==> config.mk <==
export PLATFORM = sky130hd
export DESIGN_NAME = shared_mem_arbiter
export DESIGN_NICKNAME = d
export VERILOG_FILES = /design/src/rtl/shared_mem_arbiter.sv
export SDC_FILE = /design/constraint.sdc
export NUM_CORES = 1
export LEC_CHECK = 0
export CORE_UTILIZATION = 25
export CTS_CLUSTER_SIZE = 10
export DETAILED_ROUTE_END_ITERATION = 6
export DONT_BUFFER_PORTS = 1
export HOLD_SLACK_MARGIN = 0.06
export SLEW_MARGIN = 5
export SYNTH_ARGS = -nofsm -noshare
export SYNTH_HDL_FRONTEND = slang
export SYNTH_SLANG_ARGS = --single-unit
==> constraint.sdc <==
create_clock -name clk -period 1.7 [get_ports clk]
set_input_delay 0.085 -clock clk [delete_from_list [all_inputs] [get_ports clk]]
set_output_delay 0.085 -clock clk [all_outputs]
set_load 0.005 [all_outputs]
==> src/rtl/shared_mem_arbiter.sv <==
// Round-robin arbiter placing NUM_CORES request channels in front of one
// single-port shared data memory. Adds atomic test-and-set, sticky halt
// tracking with all-halted detection, a saturating cycle counter and a
// watchdog timeout flag.
module shared_mem_arbiter #(
    parameter int unsigned NUM_CORES      = 2,
    parameter int unsigned W_DATA         = 32,
    parameter int unsigned W_ADDR         = 32,
    parameter int unsigned W_CNT          = 32,
    parameter int unsigned TIMEOUT_CYCLES = 300
) (
    input  logic                          clk,
    input  logic                          reset,
    input  logic [2*NUM_CORES-1:0]        core_cmd,
    input  logic [W_ADDR*NUM_CORES-1:0]   core_addr,
    input  logic [W_DATA*NUM_CORES-1:0]   core_wdata,
    output logic [NUM_CORES-1:0]          core_ack,
    output logic [W_DATA-1:0]             core_rdata,
    input  logic [NUM_CORES-1:0]          core_halt,
    output logic                          mem_en,
    output logic                          mem_we,
    output logic [W_ADDR-1:0]             mem_addr,
    output logic [W_DATA-1:0]             mem_wdata,
    input  logic [W_DATA-1:0]             mem_rdata,
    output logic                          all_halted,
    output logic [W_CNT-1:0]              cycle_count,
    output logic                          timeout
);

    localparam int unsigned W_IDX = (NUM_CORES > 1) ? $clog2(NUM_CORES) : 1;

    typedef enum logic [1:0] {
        IDLE   = 2'd0,
        ACCESS = 2'd1,
        RESP   = 2'd2
    } state_t;

    typedef enum logic [1:0] {
        CMD_NONE  = 2'd0,
        CMD_READ  = 2'd1,
        CMD_WRITE = 2'd2,
        CMD_TAS   = 2'd3
    } cmd_t;

    state_t              state_q;
    logic [W_IDX-1:0]    rr_q;
    logic [W_IDX-1:0]    win_q;
    cmd_t                cmd_q;
    logic [W_ADDR-1:0]   addr_q;
    logic [W_DATA-1:0]   wdata_q;

    logic                mem_en_q;
    logic                mem_we_q;
    logic [W_ADDR-1:0]   mem_addr_q;
    logic [W_DATA-1:0]   mem_wdata_q;
    logic [NUM_CORES-1:0] ack_q;
    logic                rdata_sel_q;

    logic [NUM_CORES-1:0] req;
    logic                found;
    logic [W_IDX-1:0]    win_idx;
    int unsigned         srch;
    cmd_t                win_cmd;
    logic [W_ADDR-1:0]   win_addr;
    logic [W_DATA-1:0]   win_wdata;

    logic [NUM_CORES-1:0] halted_q;
    logic [NUM_CORES-1:0] halted_d;
    logic                all_halted_q;
    logic [W_CNT-1:0]    cnt_q;
    logic                timeout_q;
    logic                thresh_hit;

    // Per-core request flags: any command other than NONE is a request.
    always_comb begin
        req = '0;
        for (int unsigned i = 0; i < NUM_CORES; i++) begin
            req[i] = (core_cmd[2*i +: 2] != CMD_NONE);
        end
    end

    // First requesting core starting from the round-robin pointer.
    always_comb begin
        found   = 1'b0;
        win_idx = '0;
        srch    = 0;
        for (int unsigned k = 0; k < NUM_CORES; k++) begin
            srch = (32'(rr_q) + k) % NUM_CORES;
            if (!found && req[srch]) begin
                found   = 1'b1;
                win_idx = W_IDX'(srch);
            end
        end
    end

    // Fields of the candidate winner, latched on the grant edge.
    always_comb begin
        win_cmd   = cmd_t'(core_cmd[2*win_idx +: 2]);
        win_addr  = core_addr[W_ADDR*win_idx +: W_ADDR];
        win_wdata = core_wdata[W_DATA*win_idx +: W_DATA];
    end

    // Arbitration FSM; memory/ack outputs are registered for the state being entered.
    always_ff @(posedge clk or negedge reset) begin
        if (!reset) begin
            state_q     <= IDLE;
            rr_q        <= '0;
            win_q       <= '0;
            cmd_q       <= CMD_NONE;
            addr_q      <= '0;
            wdata_q     <= '0;
            mem_en_q    <= 1'b0;
            mem_we_q    <= 1'b0;
            mem_addr_q  <= '0;
            mem_wdata_q <= '0;
            ack_q       <= '0;
            rdata_sel_q <= 1'b0;
        end else begin
            mem_en_q    <= 1'b0;
            mem_we_q    <= 1'b0;
            mem_addr_q  <= '0;
            mem_wdata_q <= '0;
            ack_q       <= '0;
            rdata_sel_q <= 1'b0;
            unique case (state_q)
                IDLE: begin
                    if (found) begin
                        win_q       <= win_idx;
                        cmd_q       <= win_cmd;
                        addr_q      <= win_addr;
                        wdata_q     <= win_wdata;
                        rr_q        <= W_IDX'((32'(win_idx) + 32'd1) % NUM_CORES);
                        state_q     <= ACCESS;
                        mem_en_q    <= 1'b1;
                        mem_we_q    <= (win_cmd == CMD_WRITE);
                        mem_addr_q  <= win_addr;
                        mem_wdata_q <= (win_cmd == CMD_WRITE) ? win_wdata : '0;
                    end
                end
                ACCESS: begin
                    state_q     <= RESP;
                    ack_q       <= NUM_CORES'(1) << win_q;
                    rdata_sel_q <= (cmd_q != CMD_WRITE);
                    if (cmd_q == CMD_TAS) begin
                        mem_en_q    <= 1'b1;
                        mem_we_q    <= 1'b1;
                        mem_addr_q  <= addr_q;
                        mem_wdata_q <= W_DATA'(1);
                    end
                end
                RESP: begin
                    state_q <= IDLE;
                end
                default: begin
                    state_q <= IDLE;
                end
            endcase
        end
    end

    assign halted_d   = halted_q | core_halt;
    assign thresh_hit = (cnt_q == W_CNT'(TIMEOUT_CYCLES - 1));

    // Sticky halt mask, all-halted flag, saturating cycle counter and watchdog.
    always_ff @(posedge clk or negedge reset) begin
        if (!reset) begin
            halted_q     <= '0;
            all_halted_q <= 1'b0;
            cnt_q        <= '0;
            timeout_q    <= 1'b0;
        end else begin
            halted_q     <= halted_d;
            all_halted_q <= all_halted_q | (&halted_q);
            if (!all_halted_q && !timeout_q && (cnt_q != '1)) begin
                cnt_q <= cnt_q + W_CNT'(1);
            end
            // All-halted rising on this same edge takes precedence over the watchdog.
            if (!timeout_q && !all_halted_q && !(&halted_q) && thresh_hit) begin
                timeout_q <= 1'b1;
            end
        end
    end

    assign mem_en      = mem_en_q;
    assign mem_we      = mem_we_q;
    assign mem_addr    = mem_addr_q;
    assign mem_wdata   = mem_wdata_q;
    assign core_ack    = ack_q;
    // Read data arrives from memory during RESP, so it is steered rather than registered.
    assign core_rdata  = rdata_sel_q ? mem_rdata : '0;
    assign all_halted  = all_halted_q;
    assign cycle_count = cnt_q;
    assign timeout     = timeout_q;

endmodule

==> results.toml <==
[clocking]
cts_buffer_depth = 2
clk_latency_ns = 0.44
cts_tree = "yes"
clkTransAtPathRegs_ns = 0.08
cts_max_level = 4
clock-sinks = 143
cts_made_buffers = 17
hold_buffers = 138
root_buffer = "clkbuf_16"

[place]
dp_hpwl_um = 13290
portBuffers = 0
dp.cells = 1033
pre_cts_ws_ns = -0.07846
routabilityCongestion = 0.8744

[yosys]
synth.top_cells.by_area = "dfrtp_1 (54%), nand2_1 (8.1%), o21ai_0 (5.5%)"
seq_area_frac_synth_pct = 54.49
netlist_area_um2 = 6568
synth_cell_type_count = 53
syn_inst = 648
synthesis.nets = 817
syn_avg_cell_area_um2 = 10.14
synth_warnings = 0
synth_top_area_cell = "dfrtp_1"
ys.flop_type = "dfrtp_1"
synth_top_cell_area_share_pct = 54.49
synth_edf_count = 0
synthArstFlopShare_pct = 100.0
ys_ff_latch = 143

[routing]
route.detailed.drc = 0
vias = 5870
ant_nets = 0
routed_wl_um = 21780
drtIter0Drc = 347
wl_per_cell_um = 17.83
firstDrtPassIters = 5
detail_route.vias_per_cell = 4.804

[global_route]
track_usage_pct = 16.10
grt_antenna_before_repair = 0
grt_max_degree = 144
grt_pass1_vias = 5839
overflow = 0
grt_first_pass_wirelength_um = 32570

[sta]
fmax_mhz = 571.8
min_period_ns = 1.749
min_period_over_period_pct = 102.9
setup_viol = 3
rsz0062_at_grt = "yes"
worst_slew_pin_slew_ns = 0.3890
finalHoldViolCount = 143
timing.hold.ws_ns = -0.6439
fin_ws_ns = -0.04876
worst_clock_skew_ns = 0.02924
maxSlewHeadroom_pct = 74.07
slew_violations = 0

[floorplan]
core_um2 = 25470
die_y_um = 164.1
initial_utilization_pct = 25.78
fp-row-count = 58
die_area_um2 = 26920
io_pins = 302
die_w_um = 164.1

[finish]
area_growth_pct = 51.71
layout.cells.non_filler = 1222
final_core_util_pct = 39.11
fin_nets = 1048
layout_commonest_cell = "nand2_1"
drive_gt1_share_pct = 22.31
layout_common_cells = "nand2_1 (140), dfrtp_1 (139), dlygate4sd3_1 (138)"
diodes = 0

[worst_setup_path]
worstPathArrival_ns = 2.09
cp_data_required_time_ns = 2.05
start_kind = "flip-flop"
crit_fanout = 8
cp-end-kind = "flip-flop"
path_class = "reg2reg"

[pwr]
ir_drop_v = 0.0008170
p_leak_nw = 4.498
powerDensity_nw_per_um2 = 1193

[run]
cap_violations = 0

[run_status]
status = "finished, violations left"
violations = "hold timing, setup timing"

[min_path]
hold_class = "in2async"
## flip-flops by register name, summed over array words and instances, names as in the netlist
signal / flops
mem_en: 1
rr_q: 1
rdata_sel_q: 1
halted_q: 2
mem_addr: 32
state_q: 2
cmd_q: 2
timeout: 1
cycle_count: 32
addr_q: 32
win_q: 1
mem_wdata: 32
all_halted: 1
mem_we: 1
core_ack: 2
## worst max-delay path, cell delays in order (launching register included)
cell and delay (ns):
dfrtp_1 0.39, ha_2 0.23, nand3_4 0.09, or3_4 0.35, buf_12 0.16, nor4_4 0.25
xor2_1 0.19
## cells in the mapped netlist (all sizes together) (2+ instances only)
cell     count
inv         10
clkbuf      26
xor2        16
and2        35
or4          4
nor3         4
a31oi        5
a21oi       34
o311ai       3
nor2         8
a2111oi      5
a311oi       4
dfrtp      143
buf         14
o21ai       72
mux2i       34
xnor2        5
nor4b        2
or2          4
o31ai        2
and3         8
nand3       19
and4         2
nor4        14
nand2      141
a211oi       3
nand4       13
or3          6
## layout make-up
cell class                 instances  area, µm²
multi-input combinational        455       2968
inverter                          10      37.54
sequential                       143       3583
fill                            2411      15510
timing repair buffer             252       2351
clock inverter                    15      185.2
clock buffer                      17      425.4
tap                              330      412.9
## kinds of logic (layout without fill, tap and decap cells)
logic type                 count (synthesis)  in the layout  synth area share, %
muxes                                     35             35                5.353
AOI/OAI and AO/OA                        137            137                12.82
DFF                                      143            143                54.49
and+or+nand+nor                          261            261                20.90
buffers and inverters                     50            294                3.448
adders and majority gates                  1              1               0.1905
xor gates and xnor gates                  21             21                2.800
## report_power, final
| group | leakage [nW] | total [mW] | internal, mW | switching (mW) |
|---|---|---|---|---|
| Clock | 0.293 | 3.83 | 2.00 | 1.84 |
| Sequential | 1.86 | 5.11 | 4.43 | 0.675 |
| Combinational | 2.35 | 2.95 | 1.25 | 1.70 |
## timing repair
| item | CTS | global route |
|---|---|---|
| setup buffers | 7 | 12 |
| resized for setup | 8 | 29 |
| setup endpoints to repair | 16 | 33 |
| endpoints found under the hold margin | 243 | 143 |
| pin swaps | 12 | 16 |
## final timing paths
kind	start	endpoint	slack (ns)	depth (start not counted)
min in group clk	core_cmd[1]	mem_wdata[10]	0.14	4
max in group asynchronous	reset	cycle_count[27]	1.96	0
setup reg to reg	cycle_count[1]	cycle_count[28]	-0.05	6
hold / removal	reset	cycle_count[13]	-0.64	0
hold reg to reg	addr_q[9]	mem_addr[9]	0.48	2
setup / recovery	cycle_count[1]	cycle_count[28]	-0.05	6
## metal layers
metal	GRT usage [%]	part of all wire, %	vias up
met2	26.97	51	285
met5	0	0	-
li1	-	-	2717
met1	18.10	38	2826
met4	6.902	2.5	0
met3	6.313	8.6	42
## through the flow
stage                     hold WS, ns  total power [mW]  setup TNS [ns]  instance area (µm²)
after floorplan               -0.2106             6.755         -0.2715                 6629
after global placement        -0.2069             7.663         -0.1570                 7634
after detailed placement      -0.2061             7.735         -0.3891                 7634
after CTS                     -0.6840             11.91         -0.1442                 9732
after global routing          -0.6735             12.69         -0.5356                 9963
final                         -0.6439             11.89        -0.06488                 9963
(Power assumes the default switching activity.)
